$ cat config.mk
export PLATFORM = sky130hd
export DESIGN_NAME = rv32_stall_scheduler
export DESIGN_NICKNAME = d
export VERILOG_FILES = /design/src/rtl/rv32_stall_scheduler_pkg.sv /design/src/rtl/rv32_load_use_detect.sv /design/src/rtl/rv32_stall_scheduler.sv
export SDC_FILE = /design/constraint.sdc
export NUM_CORES = 1
export LEC_CHECK = 0
export ABC_AREA = 1
export ABC_CLOCK_PERIOD_IN_PS = 3810
export CORE_MARGIN = 3
export CORE_UTILIZATION = 30
export DETAILED_ROUTE_END_ITERATION = 10
export GPL_TIMING_DRIVEN = 0
export SYNTH_ARGS = -nofsm -noshare
export SYNTH_HDL_FRONTEND = slang
export SYNTH_SLANG_ARGS = --single-unit
export TNS_END_PERCENT = 10
$ cat constraint.sdc
create_clock -name clk -period 3.81 [get_ports clk]
set_input_delay 0.762 -clock clk [delete_from_list [all_inputs] [get_ports clk]]
set_output_delay 0.762 -clock clk [all_outputs]
set_load 0.005 [all_outputs]
$ cat src/rtl/rv32_stall_scheduler_pkg.sv
// Shared types for the rv32 stall/flush sequencer: fence drain FSM states and
// the per-stage stall/flush control bundle.
package rv32_stall_scheduler_pkg;

  localparam int unsigned RegIdxW = 5;

  // Encodings are fixed so formal checks and waveforms can refer to them by value.
  typedef enum logic [1:0] {
    StIdle    = 2'd0,
    StDrain   = 2'd1,
    StInval   = 2'd2,
    StRelease = 2'd3
  } fence_state_e;

  typedef struct packed {
    logic fetch_stall;
    logic decode_stall;
    logic execute_stall;
    logic fetch_flush;
    logic decode_flush;
    logic execute_flush;
    logic mem_flush;
    logic writeback_flush;
  } pipe_ctrl_t;

  localparam pipe_ctrl_t CtrlNone = '0;

  // The pipeline behind decode holds nothing and the data bus is idle.
  function automatic logic pipe_drained(input logic ex_valid,
                                        input logic mem_valid,
                                        input logic wb_valid,
                                        input logic mem_wait);
    return !ex_valid && !mem_valid && !wb_valid && !mem_wait;
  endfunction

endpackage

$ cat src/rtl/rv32_load_use_detect.sv
// Combinational load-use hazard detector: the instruction in decode reads the
// destination of a load still sitting in execute.
module rv32_load_use_detect
  import rv32_stall_scheduler_pkg::*;
(
  input  logic               decode_valid_i,
  input  logic [RegIdxW-1:0] rs1_i,
  input  logic               rs1_read_i,
  input  logic [RegIdxW-1:0] rs2_i,
  input  logic               rs2_read_i,
  input  logic               ex_valid_i,
  input  logic               ex_mem_read_i,
  input  logic [RegIdxW-1:0] ex_rd_i,
  output logic               load_use_o
);

  logic rs1_hit;
  logic rs2_hit;
  logic load_in_ex;

  // x0 is never a real dependency.
  assign load_in_ex = ex_valid_i && ex_mem_read_i && (ex_rd_i != '0);
  assign rs1_hit    = rs1_read_i && (rs1_i == ex_rd_i);
  assign rs2_hit    = rs2_read_i && (rs2_i == ex_rd_i);
  assign load_use_o = decode_valid_i && load_in_ex && (rs1_hit || rs2_hit);

endmodule

$ cat src/rtl/rv32_stall_scheduler.sv
// Central stall/flush sequencer for the five-stage rv32 pipeline, including the
// FENCE/FENCE.I drain FSM and a stall-cycle performance counter.
module rv32_stall_scheduler
  import rv32_stall_scheduler_pkg::*;
#(
  parameter int unsigned CNT_WIDTH = 32
) (
  input  logic                 clk,
  input  logic                 reset,
  input  logic                 decode_valid_in,
  input  logic [RegIdxW-1:0]   rs1_in,
  input  logic                 rs1_read_in,
  input  logic [RegIdxW-1:0]   rs2_in,
  input  logic                 rs2_read_in,
  input  logic                 mem_fence_in,
  input  logic                 fence_i_in,
  input  logic                 ex_valid_in,
  input  logic                 ex_mem_read_in,
  input  logic [RegIdxW-1:0]   ex_rd_in,
  input  logic                 mem_valid_in,
  input  logic                 mem_wait_in,
  input  logic                 wb_valid_in,
  input  logic                 mispredict_in,
  input  logic                 trap_in,
  input  logic                 icache_flush_done_in,
  output logic                 fetch_stall_out,
  output logic                 decode_stall_out,
  output logic                 execute_stall_out,
  output logic                 fetch_flush_out,
  output logic                 decode_flush_out,
  output logic                 execute_flush_out,
  output logic                 mem_flush_out,
  output logic                 writeback_flush_out,
  output logic                 icache_flush_out,
  output logic                 fence_busy_out,
  output logic [CNT_WIDTH-1:0] stall_cycles_out
);

  fence_state_e         state_q, state_d;
  logic                 icache_flush_q;
  logic                 fence_busy_q;
  logic [CNT_WIDTH-1:0] stall_cnt_q, stall_cnt_d;

  pipe_ctrl_t ctrl;
  logic       load_use;
  logic       fence_start;
  logic       fsm_holding;

  rv32_load_use_detect u_load_use (
    .decode_valid_i (decode_valid_in),
    .rs1_i          (rs1_in),
    .rs1_read_i     (rs1_read_in),
    .rs2_i          (rs2_in),
    .rs2_read_i     (rs2_read_in),
    .ex_valid_i     (ex_valid_in),
    .ex_mem_read_i  (ex_mem_read_in),
    .ex_rd_i        (ex_rd_in),
    .load_use_o     (load_use)
  );

  assign fence_start = (state_q == StIdle) && mem_fence_in && decode_valid_in;
  assign fsm_holding = (state_q == StDrain) || (state_q == StInval);

  // Priority chain: earlier branches win outright for the whole cycle.
  always_comb begin
    ctrl = CtrlNone;
    if (reset) begin
      ctrl.fetch_flush     = 1'b1;
      ctrl.decode_flush    = 1'b1;
      ctrl.execute_flush   = 1'b1;
      ctrl.mem_flush       = 1'b1;
      ctrl.writeback_flush = 1'b1;
    end else if (trap_in) begin
      ctrl.fetch_flush   = 1'b1;
      ctrl.decode_flush  = 1'b1;
      ctrl.execute_flush = 1'b1;
      ctrl.mem_flush     = 1'b1;
    end else if (mispredict_in) begin
      ctrl.fetch_flush  = 1'b1;
      ctrl.decode_flush = 1'b1;
    end else if (mem_wait_in) begin
      ctrl.fetch_stall   = 1'b1;
      ctrl.decode_stall  = 1'b1;
      ctrl.execute_stall = 1'b1;
      ctrl.mem_flush     = 1'b1;
    end else if (fsm_holding || fence_start || load_use) begin
      // Keep the younger instruction in fetch and feed bubbles behind it.
      ctrl.fetch_stall  = 1'b1;
      ctrl.decode_flush = 1'b1;
    end
  end

  assign fetch_stall_out     = ctrl.fetch_stall;
  assign decode_stall_out    = ctrl.decode_stall;
  assign execute_stall_out   = ctrl.execute_stall;
  assign fetch_flush_out     = ctrl.fetch_flush;
  assign decode_flush_out    = ctrl.decode_flush;
  assign execute_flush_out   = ctrl.execute_flush;
  assign mem_flush_out       = ctrl.mem_flush;
  assign writeback_flush_out = ctrl.writeback_flush;

  always_comb begin
    state_d = state_q;
    if (trap_in || mispredict_in) begin
      // The fence is younger than the redirecting instruction, so it is squashed.
      state_d = StIdle;
    end else begin
      unique case (state_q)
        StIdle: begin
          if (fence_start && !mem_wait_in) begin
            state_d = StDrain;
          end
        end
        StDrain: begin
          if (pipe_drained(ex_valid_in, mem_valid_in, wb_valid_in, mem_wait_in)) begin
            state_d = fence_i_in ? StInval : StRelease;
          end
        end
        StInval: begin
          if (icache_flush_done_in) begin
            state_d = StRelease;
          end
        end
        StRelease: state_d = StIdle;
        default:   state_d = StIdle;
      endcase
    end
  end

  assign stall_cnt_d = stall_cnt_q + {{(CNT_WIDTH-1){1'b0}}, ctrl.fetch_stall};

  always_ff @(posedge clk) begin
    if (reset) begin
      state_q        <= StIdle;
      icache_flush_q <= 1'b0;
      fence_busy_q   <= 1'b0;
      stall_cnt_q    <= '0;
    end else begin
      state_q        <= state_d;
      icache_flush_q <= (state_d == StInval);
      fence_busy_q   <= (state_d != StIdle);
      stall_cnt_q    <= stall_cnt_d;
    end
  end

  assign icache_flush_out = icache_flush_q;
  assign fence_busy_out   = fence_busy_q;
  assign stall_cycles_out = stall_cnt_q;

endmodule
# After elaboration in Yosys (flattened, before gate mapping)

Cells that the tools add are included.

Word-level logic and storage cells: 57
Bits of input ports: 30
Register bits after elaboration: 36

Reduce and logical (&&, ||, !) cells: 24
Eq/ne operators: 6
Multiplexer cells: 22
Add/sub/neg operators: 1

Operators by type and width:

| cell                 | number |
|---|---|
| $add A32 B1 Y32      | 1 |
| $logic_and A1 B1 Y1  | 12 |
| $mux W2              | 6 |
| $mux W1              | 11 |
| $eq A5 B5 Y1         | 2 |
| $mux W3              | 3 |
| $pmux W2 S4          | 1 |
| $eq A2 B2 Y1 const B | 3 |
| $logic_or A1 B1 Y1   | 5 |
| $reduce_bool A5 Y1   | 1 |
| $logic_not A1 Y1     | 4 |
| $mux W4              | 1 |
| $eq A2 B1 Y1 const B | 1 |
| $logic_not A2 Y1     | 1 |
| $reduce_bool A2 Y1   | 1 |

# Depth between registers and ports, before layout

Depth in word-level cells: 11
Gate-level depth with buffers: 21
Mapped depth without buffers: 21

# By module

From an unflattened synthesis, not the netlist that was laid out.

Cell total of the unflattened synthesis: 383
Area total of the unflattened synthesis: 2277.2 um^2

Modules (own cells, without submodules):

| module               | area an instance (um^2) | instances | cells an instance |
|---|---|---|---|
| rv32_stall_scheduler | 2062.0                  | 1         | 331 |
| rv32_load_use_detect | 215.2                   | 1         | 52 |

# Worst setup path after synthesis

Ideal clock, no wire load.

Path kind: in2reg
From: in ex_rd_in[2]
To: reg stall_cnt_q[20], in the netlist stall_cycles_out[20]
Arrival time: 2.401 ns
Required time: 3.695 ns
Path buffers: 0
Slack: 1.294 ns
Setup time: 0.115 ns
Stages: 21
Cell sequence: inv_1 -> nand2_1 -> nand2_1 -> nor2_1 -> nand3_1 -> nand2_1 -> nand2_1 -> nand3_1 -> nand2_1 -> inv_1 -> ha_1 -> ha_1 -> inv_2 -> nor2_2 -> inv_2 -> nor2_4 -> nand3_2 -> nor2_2 -> nand3_1 -> nand2_1 -> nor2_1

Cells in the longest elaborated chain, start to end: 11
Elaborated cells between the ends (all ways): 16
Classes of those cells: add/sub: 1; eq/ne: 2; mux: 5; reduce/logical: 8

RTL lines:

| item                                                      | line                                                                               | RTL |
|---|---|---|
| start: declaration                                        | rv32_stall_scheduler.sv:19                                                         | `input logic [RegIdxW-1:0] ex_rd_in,` |
| $eq A5 B5 Y1, or another cell as far along                | rv32_load_use_detect.sv:23                                                         | `assign rs1_hit = rs1_read_i && (rs1_i == ex_rd_i);` |
| $logic_and A1 B1 Y1 (on tied branches)                    | rv32_load_use_detect.sv:23, rv32_load_use_detect.sv:22, rv32_load_use_detect.sv:24 |  |
| $logic_or A1 B1 Y1 or $logic_and A1 B1 Y1 (tied branches) | rv32_load_use_detect.sv:25                                                         | `assign load_use_o = decode_valid_i && load_in_ex && (rs1_hit \|\| rs2_hit);` |
| $logic_and A1 B1 Y1 *                                     | rv32_load_use_detect.sv:25                                                         |  |
| $logic_or A1 B1 Y1 *                                      | rv32_stall_scheduler.sv:86                                                         | `end else if (fsm_holding \|\| fence_start \|\| load_use) begin` |
| $mux W1 *                                                 | rv32_stall_scheduler.sv:86                                                         |  |
| $mux W1 *                                                 | rv32_stall_scheduler.sv:81                                                         | `end else if (mem_wait_in) begin` |
| $mux W3 *                                                 | rv32_stall_scheduler.sv:78                                                         | `end else if (mispredict_in) begin` |
| $mux W3 *                                                 | rv32_stall_scheduler.sv:73                                                         | `end else if (trap_in) begin` |
| $mux W3 *                                                 | rv32_stall_scheduler.sv:67                                                         | `if (reset) begin` |
| via fetch_stall_out                                       | rv32_stall_scheduler.sv:26                                                         | `output logic fetch_stall_out,` |
| $add A32 B1 Y32 *                                         | rv32_stall_scheduler.sv:130                                                        | `assign stall_cnt_d = stall_cnt_q + {{(CNT_WIDTH-1){1'b0}}, ctrl.fetch_stall};` |
| end signal: assignment                                    | rv32_stall_scheduler.sv:142                                                        | `stall_cnt_q <= stall_cnt_d;` |
| end: declaration                                          | rv32_stall_scheduler.sv:42                                                         | `logic [CNT_WIDTH-1:0] stall_cnt_q, stall_cnt_d;` |

The timed path passes the listed nets; every way through them passes the cells marked *.
A chain may end at the register's enable or synchronous reset.

# Worst setup path in the final report

From: in ex_rd_in[1]
To: out fetch_stall_out

Cells in the longest elaborated chain, start to end: 10
Elaborated cells between the ends (all ways): 15
Classes of those cells: eq/ne: 2; mux: 5; reduce/logical: 8

RTL lines:

| item                                                      | line |
|---|---|
| $eq A5 B5 Y1, or another cell as far along                | rv32_load_use_detect.sv:23 |
| $logic_and A1 B1 Y1 (on tied branches)                    | rv32_load_use_detect.sv:23, rv32_load_use_detect.sv:22, rv32_load_use_detect.sv:24 |
| $logic_or A1 B1 Y1 or $logic_and A1 B1 Y1 (tied branches) | rv32_load_use_detect.sv:25 |
| $logic_and A1 B1 Y1 *                                     | rv32_load_use_detect.sv:25 |
| $logic_or A1 B1 Y1 *                                      | rv32_stall_scheduler.sv:86 |
| $mux W1 *                                                 | rv32_stall_scheduler.sv:86 |
| $mux W1 *                                                 | rv32_stall_scheduler.sv:81 |
| $mux W3 *                                                 | rv32_stall_scheduler.sv:78 |
| $mux W3 *                                                 | rv32_stall_scheduler.sv:73 |
| $mux W3 *                                                 | rv32_stall_scheduler.sv:67 |
| end: declaration                                          | rv32_stall_scheduler.sv:26 |

Mark *: on every way between the ends. The rest lies on a longest branch, timed or not.

==> impl_results.md <==
- Max_cap viols: 0
- Sequential standard cell area: 721 um^2
- Hold Path Origin: stall_cycles_out[31]
- Synthesized area: 2270 um^2
- Routed wl met3: 418 um
- Xor and xnor area share after synthesis: 1.54%
- Critical path class: input port to primary output
- Comb pwr share: 10.7%
- R2R setup slack: 1.34 ns
- Clock network power share: 38.5%
- Fin. Hold Viols: 0
- Worst-path fanout max: 4
- Slowest cell on crit path: clkdlybuf4s50_1
- DR top layer: met4
- # hold bufs at CTS: 0
- Worst setup margin: 0.574 ns
- Final setup TNS: 0 ns
- Maximum vdd drop: 0.104 mV
- Die X-Extent: 93.0 um
- WL/cell: 11.7 um
- FF-to-FF Start: state_q[1]
- Min Tclk post-route: 3.24 ns
- Area of the multi-input gates: 1300 um^2
- Port bufs: 71
- CTS Buf Count: 5
- Clock Pin Slew Worst Setup and Hold Paths: 0.07 ns
- Ant diodes: 0
- Layout fillers: 788
- First-pass GRT wire length: 10.7 mm
- Io pins: 72
- Via count: 2499
- Crit share post-route: 84.9%
- Crit path max-delay family: buffers and inverters
- Clock root buffer: clkbuf_8
- R2R cell count: 19
- CTS resizes: 0
- Simple-gate portion of the synthesized area: 44.4%
- WL final: 6.47 mm
- Final Net Count: 490
- Most numerous cell on the critical path: nand2_1
- Worst reg2reg endpoint: stall_cycles_out[20]
- 1st-pass router iterations: 4
- Num rows: 31
- Final Slew Violations: 0
- Met2 WL: 2.89 mm
- Clk_lat worst skew: 0.29 ns
- Buf/Inv on CP: 4
- H-tree depth: 2
- DP Wirelength: 5.25 mm
- Slew headroom: 64.9%
- Worst setup SP type: input port
- Pint: 0.567 mW
- Final setup fails: 0
- Clock skew: 0.00481 ns
- Die Height: 93.0 um
- Initial Util: 31.1%
- Max Buffers Root-to-Sink: 2
- Adder-Cell Fraction of Synth Area: 3.31%
- Number of global-route vias before repair: 2332
- GR Overflow Total: 0
- Syn Area/Cell: 6.04 um^2
- Post-synthesis sequential area ratio: 31.7%
- Share of layout cells above drive strength 1: 5.93%
- Status: complete, no violations
- Synthesized flop and latch total: 36
- Via density per instance: 4.51
- DP Worst Slack: 0.425 ns
- Syn Nets: 412
- Reg power frac: 50.7%
- Largest family of logic cells by synthesized area: simple AND/OR/NAND/NOR gates
- Synth Area in Compound Gates: 7.99%
- Setup Buffers After CTS: 0
- Min-Delay Endpoint: stall_cycles_out[31]
- GPL Wtd Cong: 0.860
- Area delta synth->final: 40.8%
- RSZ-0062 raised after global routing: false
- Met1 WL: 3.09 mm
- GRT Resource Usage Total: 15.3%
- Worst setup EP type: primary output
- Yosys cell types: 26
- Core area: 7290 um^2
- WP data arrival: 2.47 ns
- Slew @ Worst Pin: 0.527 ns
- Fmax: 309 MHz
- P_sw: 0.177 mW
- Clk sink count: 36
- DRC: 0
- Initial DRC Count: 88
- Pwr dens: 232 nW/um^2
- Leakage: 1.24 nW
- Initial antenna violation count: 0
- Post-synthesis cell count: 376
- Critical path cell sequence: clkdlybuf4s50_1, inv_1, nand2_1, nand2_1, nor2_1, nand3_1, nand2_1, nand2_1, nand3_1, nand2_1, inv_1, clkdlybuf4s50_1
- Post-route ant nets: 0
- CTS tree: yes
- Critical path required time: 3.05 ns
- Mux cell area share after synthesis: 0%
- Hold Path Depth: 2
- Pin count of the biggest net entering global routing: 12
- Die area: 8650 um^2
- Worst path max stage delay: 0.54 ns
- Synth warnings: 0
- Sw Ratio: 23.8%
- Hold Crit Class: flop to flop
[worst max-delay path by stage]
| stage | startpoint | endpoint | slack (ns) | cells past startpoint |
|---|---|---|---|---|
| 6_report | ex_rd_in[1] | fetch_stall_out | 0.57 | 12 |
| 5_1_grt | ex_rd_in[0] | decode_flush_out | 0.40 | 12 |
| 4_1_cts | ex_rd_in[1] | fetch_stall_out | 0.54 | 12 |
| 3_5_place_dp | ex_rd_in[1] | stall_cycles_out[16] | 0.43 | 22 |
| 3_3_place_gp | ex_rd_in[1] | stall_cycles_out[20] | 0.44 | 22 |
| 2_1_floorplan | ex_rd_in[2] | stall_cycles_out[20] | 1.29 | 21 |
[per-layer routing]
metal / GRT usage (%) / vias to the layer above
li1: - / 1317
met1: 20.8 / 1112
met2: 24.8 / 65
met3: 3.22 / 5
met4: 3.66 / 0
met5: 0 / -
[cell usage in the layout, fill, tap and decap left out, drive strengths merged, types with 2 or more instances in the layout]
cell type and instances:
a21oi 24, buf 2, clkbuf 9, clkdlybuf4s50 71, clkinv 2, dfxtp 36
ha 6, inv 60, nand2 122, nand3 17, nand3b 8, nand4 5
nor2 66, nor3 8, nor3b 2, o21ai 9, or2 2, xor2 3
[state kept, by name (all words and copies together), names as in the netlist]
register,flops
fence_busy_out,1
state_q,2
icache_flush_out,1
stall_cycles_out,32
[cells in the mapped netlist, drive strengths merged]
| master | count | area share (%) |
|---|---|---|
| nand3b | 8 | 2.6 |
| buf | 2 | 0.66 |
| ha | 6 | 3.3 |
| nand3 | 17 | 4.0 |
| a21oi | 24 | 5.3 |
| xnor2 | 1 | 0.39 |
| nor3b | 2 | 0.66 |
| nand4 | 5 | 1.4 |
| inv | 60 | 9.9 |
| nor2 | 66 | 12 |
| clkbuf | 3 | 0.50 |
| a41oi | 1 | 0.39 |
| nor3 | 8 | 2.8 |
| xor2 | 3 | 1.2 |
| o21ai | 9 | 2.0 |
| dfxtp | 36 | 32 |
| o21bai | 1 | 0.33 |
| or2 | 2 | 0.55 |
| nand2 | 122 | 20 |
[layout make-up]
type / count / share of cell area [%]
multi-input combinational: 275 / 40.6
sequential: 36 / 22.5
timing repair buffer: 71 / 22.2
inverter: 60 / 7.04
tap: 99 / 3.87
clock buffer: 6 / 2.58
buffer: 5 / 0.822
clock inverter: 2 / 0.313
[worst reg2reg max path: stages (launching register included)]
cell     delay (ns)
dfxtp_1        0.33
inv_1          0.12
ha_1           0.23
nand3_1        0.11
nand2_1        0.07
inv_1          0.04
nand3_1        0.07
nand2_1        0.05
inv_1          0.06
ha_1           0.17
ha_1           0.21
inv_2          0.08
nor2_2         0.11
inv_2          0.07
nor2_4         0.16
nand3_2        0.15
nor2_2         0.15
nand3_1        0.08
nand2_1        0.07
nor2_1         0.04
[through the flow]
step                      hold slack, ns  area (um^2)  power (mW)  utilization [%]  instances
final                              0.478         3200       0.743             43.9        554
after global routing               0.524         3200       0.786             43.9        554
after CTS                          0.482         3200       0.755             43.9        554
after detailed placement           0.470         3110       0.466             42.6        546
after global placement             0.464         3110       0.466             42.6        546
after floorplan                    0.463         2270       0.417                -        376
[kinds of logic (layout without fill, tap and decap cells)]
family          after synthesis  in the layout
buf+inv                      65            144
flops                        36             36
compound gates               35             35
simple gates                230            230
fa+ha+maj                     6              6
xor+xnor                      4              4
[power by group through the flow]
stage | Combinational (mW) | Sequential, mW | Clock (mW)
after floorplan | 0.0313 | 0.386 | 0
after global placement | 0.0796 | 0.386 | 0
after detailed placement | 0.0802 | 0.386 | 0
after CTS | 0.0806 | 0.377 | 0.297
after global routing | 0.0897 | 0.377 | 0.319
final | 0.0797 | 0.377 | 0.286
No activity file was read; power rests on OpenSTA's default activity.
==> edit 1, RTL diff (same flow settings) <==
Set the parameter `CNT_WIDTH` to 64 (it was 32).
--- a/src/rtl/rv32_stall_scheduler.sv
+++ b/src/rtl/rv32_stall_scheduler.sv
@@ -3,7 +3,7 @@
 module rv32_stall_scheduler
   import rv32_stall_scheduler_pkg::*;
 #(
-  parameter int unsigned CNT_WIDTH = 32
+  parameter int unsigned CNT_WIDTH = 64
 ) (
   input  logic                 clk,
   input  logic                 reset,
Ports: changed (resized stall_cycles_out); port bits go from 72 to 104. The function was not compared with the original's and may differ.
==> edit 1 against the original RTL <==
Fmax decreased by 4.5%; total power grew 140%; area after synthesis grew 85%; final area grew 81%; sequential cell count up 32; largest power group is now the clock network; setup slack worse by 0.15 ns; critical endpoint is now stall_cycles_out[50]; register-to-register slack worse by 0.36 ns; highest routed layer unchanged; clock power rose to 3.4 times the old value; wire length rose by 120%; global-route usage is 2.9 points higher.
==> edit 1: results (changes against the original RTL) <==
worstMarginPinSlew_ns: 0.658  # +0.132 ns
synthTopCellsByArea: "dfxtp_1, nand2_1, nor2_1"
reg2reg_depth: 18  # -1
drt-total-wl_mm: 14.2  # +120%
drive_above_1_share_pct: 4.23  # -1.7 points
hpwl_mm: 11.5  # +120%
n_fill_cell: 1473  # +87%
status: "completed"
async_reset_ff_share_pct: 0  # unchanged
vias: 4645  # +86%
power_leakage_nw: 1.98  # +60%
ys_seq_area_share_pct: 32.3  # +0.61 points
grt_max_degree: 13  # +1
skew_ns: 0.00459  # -0.000227 ns
arrival_ns: 3.66  # +1.19 ns
largest_reg_flops: 64  # +100%
grt_use_total_pct: 18.2  # +2.9 points
vdd_drop_max_mv: 0.211  # +100%
cts-root-buf: "clkbuf_16"
synth_common_cells: "nand2_1, nor2_1, inv_1, dfxtp_1, a21oi_1"
timing.rr.end: "stall_cycles_out[50]"
drt-pass1-iter-count: 6  # +2
r2r_slack_ns: 0.98  # -0.36 ns
gp_congestion: 0.943  # +9.7%
r2r_start: "state_q[1]"
grt_pass1_vias: 4331  # +86%
hold_end: "stall_cycles_out[23]"
htreeDepth: 3  # +1
clkLatencyLatePin_ns: 0.34  # +0.05 ns
grt_pass1_wl_mm: 22.5  # +110%
nets: 858  # +75%
syn_nets: 745  # +81%
crit_fanout: 6  # +2
drtIter0Drc: 316  # +260%
hp-class: "reg2reg"
portBuffers: 102  # +44%
hp-start: "stall_cycles_out[23]"
holdPathStages: 1  # -1
numCtsBuffers: 9  # +4
clock_path_buffers: 2  # unchanged
-- edit 1: cell types whose count changed after synthesis, sizes merged, moves of 4 or more --
cell    unedited run  this run
inv               60        81
nand2            122       233
xor2               3        13
nand3             17        32
nand3b             8         0
nor3               8         4
o21ai              9        18
a21oi             24        43
nor2              66       170
dfxtp             36        68
or2                2         9
nand4              5        14
-- edit 1: area by class of cell --
class                           instances  share of cell area, %
Buffer                                  9                  0.713
Timing Repair Buffer                  102                   17.6
Sequential cell                        68                   23.5
Clock buffer                            9                   3.89
Inverter                               81                   5.25
Tap cell                              176                   3.80
Multi-Input combinational cell        551                   43.2
Clock inverter                          7                   1.99
-- edit 1: worst max path at each step --
| stage | from | to | slack (ns) | cells past startpoint |
|---|---|---|---|---|
| 2_1_floorplan | reset | stall_cycles_out[32] | 1.13 | 15 |
| 3_3_place_gp | ex_rd_in[0] | stall_cycles_out[50] | 0.08 | 21 |
| 3_5_place_dp | ex_rd_in[0] | stall_cycles_out[50] | 0.11 | 21 |
| 4_1_cts | ex_rd_in[0] | stall_cycles_out[50] | 0.45 | 21 |
| 5_1_grt | ex_rd_in[0] | stall_cycles_out[54] | 0.15 | 21 |
| 6_report | ex_rd_in[4] | stall_cycles_out[50] | 0.42 | 21 |
-- edit 1: per-layer routing --
metal	up-vias	wire [um]	global-route usage, %
met1	2055	6940	25.4
met4	0	200	5.93
met5	-	0	0
met2	149	6270	28.7
li1	2427	-	-
met3	14	762	2.79
-- edit 1: critical path, stage by stage --
cell,delay [ns]
clkdlybuf4s50_1,0.50
inv_1,0.08
nand2_1,0.06
nand2_1,0.05
nor2_1,0.12
nand3_1,0.08
nand2_1,0.08
nand2_1,0.07
nand3_1,0.07
nand2_1,0.05
inv_1,0.07
ha_1,0.26
ha_1,0.25
nand2_2,0.10
nor2_4,0.16
nand3_1,0.22
nor2_2,0.23
nand3_1,0.20
nand2_1,0.10
nand2_1,0.05
nor2_1,0.10
-- edit 1: cell families after synthesis --
logic type      share of synthesized area [%]
fa+ha+maj                                1.78
simple gates                             46.2
compound gates                           7.97
buf+inv                                  8.20
flops                                    32.3
xor+xnor                                 3.54
-- edit 1: metrics by stage --
step	cell area, um^2	hold slack (ns)	setup slack [ns]	power (W)	cells
3_5_place_dp	5450	0.482	0.108	0.000815	987
6_report	5790	0.490	0.424	0.00176	1003
3_3_place_gp	5450	0.480	0.0849	0.000815	987
5_1_grt	5790	0.520	0.153	0.00181	1003
2_1_floorplan	4210	0.470	1.13	0.000763	709
4_1_cts	5790	0.498	0.445	0.00178	1003
-- edit 1: where the power goes --
| part | switching [W] | internal (W) |
|---|---|---|
| logic | 0.0000418 | 0.0000451 |
| clock network | 0.000325 | 0.000636 |
| registers | 0.000000453 | 0.000712 |
==> edit 2, RTL diff (same flow settings) <==
Without the edit above. Reset style: asynchronous (`reset`), changed in one clocked block.
--- a/src/rtl/rv32_stall_scheduler.sv
+++ b/src/rtl/rv32_stall_scheduler.sv
@@ -129,7 +129,7 @@
 
   assign stall_cnt_d = stall_cnt_q + {{(CNT_WIDTH-1){1'b0}}, ctrl.fetch_stall};
 
-  always_ff @(posedge clk) begin
+  always_ff @(posedge clk or posedge reset) begin
     if (reset) begin
       state_q        <= StIdle;
       icache_flush_q <= 1'b0;
Formal check against the unedited RTL: differs if reset is asserted again (counterexample within 4 cycles, from zero or initial values and one cycle with reset high); with reset held inactive, the same outputs for 10 cycles.
==> edit 2 against the original RTL <==
Die area grew 0.15%; total power is 13% higher; count of clock-buffer cells in the layout rose by 2; area after synthesis increased by 0.17%; setup slack worse by 0.29 ns; wire length down 13%; final area is 0.20% higher; clock power down 2%; sequential cell count did not move; critical endpoint is now execute_stall_out; largest power group unchanged.
==> edit 2: results (changes against the original RTL) <==
use_met3_pct: 2.74  # -0.48 points
placed_area_um2: 3110  # +0.12%
synthCells: 289  # -23%
status: "completed"
arrival_ns: 2.77  # +0.30 ns
wl_met2_mm: 2.62  # -9.4%
power_leakage_nw: 1.49  # +20%
comb-power_w: 0.000138  # +73%
synthFlopType: "dfrtp_1"
r2r_start: "state_q[1]"
grtUsageMet1_pct: 18.3  # -2.4 points
slew_headroom_pct: 72.5  # +7.7 points
inverters_excl_clock: 42  # -30%
grt_pass1_vias: 1917  # -18%
seq_cell_count: 36  # unchanged
hp-start: "stall_cycles_out[31]"
final_cells: 467  # -16%
async_reset_ff_share_pct: 100  # +100 points
multi_input_cells: 209  # -24%
nets: 403  # -18%
met1_length_mm: 2.72  # -12%
hold_ws_ns: 0.478  # +0.000360 ns
startpoint: "reset"
wl_met3_um: 244  # -42%
reg2reg_depth: 15  # -4
drtIter0Drc: 74  # -16%
synthTopCellsByArea: "dfrtp_1, nand2_1, xor2_1"
drive_above_1_share_pct: 9.24  # +3.3 points
hold_end: "stall_cycles_out[31]"
syn_nets: 325  # -21%
skew_ns: 0.00713  # +0.00231 ns
net-switching-power_w: 0.000211  # +19%
hpwl_mm: 4.61  # -12%
grt_use_total_pct: 13.4  # -1.9 points
fin_crit_sh_pct: 92.6  # +7.7 points
clock_buffers: 8  # +2
synth_common_cells: "nand2_1, inv_1, dfrtp_1, nor2_1, xor2_1"
ys_seq_area_share_pct: 39.6  # +7.9 points
combPwrFrac_pct: 16.4  # +5.7 points
timing.rr.end: "stall_cycles_out[30]"
avgViaCountPerCell: 4.36  # -3.3%
grt_max_degree: 38  # +26
post_drt_wl_per_cell_um: 12.1  # +3.4%
multi_input_area_share_pct: 37.5  # -3.1 points
clock_area_share_pct: 2.81  # -0.084 points
buffers: 73  # -3.9%
post-route-util_pct: 43.9  # +0.086 points
preCtsSetupSlack_ns: -0.0897  # -0.515 ns
seq-cell-share_pct: 28.1  # +5.6 points
place_inst: 459  # -16%
grt_pass1_wl_mm: 9.12  # -15%
vdd_drop_max_mv: 0.167  # +60%
crit_fanout: 37  # +33
endpoint: "execute_stall_out"
r2r_slack_ns: 1.23  # -0.11 ns
gp_congestion: 0.818  # -4.9%
seqPwrFrac_pct: 50.6  # about the same
cp_slowest_stage_delay_ns: 0.48  # -0.06 ns
grtUsageMet2_pct: 21.1  # -3.7 points
[edit 2: cell count changes after synthesis, moves of 4 or more]
cell / before / now
xor2_1: 3 / 19
inv_1: 55 / 41
nor3_2: 0 / 7
nor2_1: 60 / 33
xnor2_1: 1 / 10
nand3_1: 16 / 11
a21oi_1: 24 / 1
inv_2: 5 / 1
nand3b_1: 8 / 0
dfrtp_1: 0 / 36
o21ai_0: 9 / 2
nand2_1: 120 / 85
dfxtp_1: 36 / 0
[edit 2: logic make-up after synthesis]
group                      synth area share [%]
DFF                                        39.6
buffers and inverters                      7.59
AOI/OAI and AO/OA                          1.38
adders and majority gates                  3.30
xor gates and xnor gates                   11.9
and+or+nand+nor                            36.2
[edit 2: timing repair]
item,4_1_cts,5_1_grt
endpoints found under the hold margin,0,0
resized for setup,1,1
endpoints found under the setup margin,1,1
pin swaps,0,0
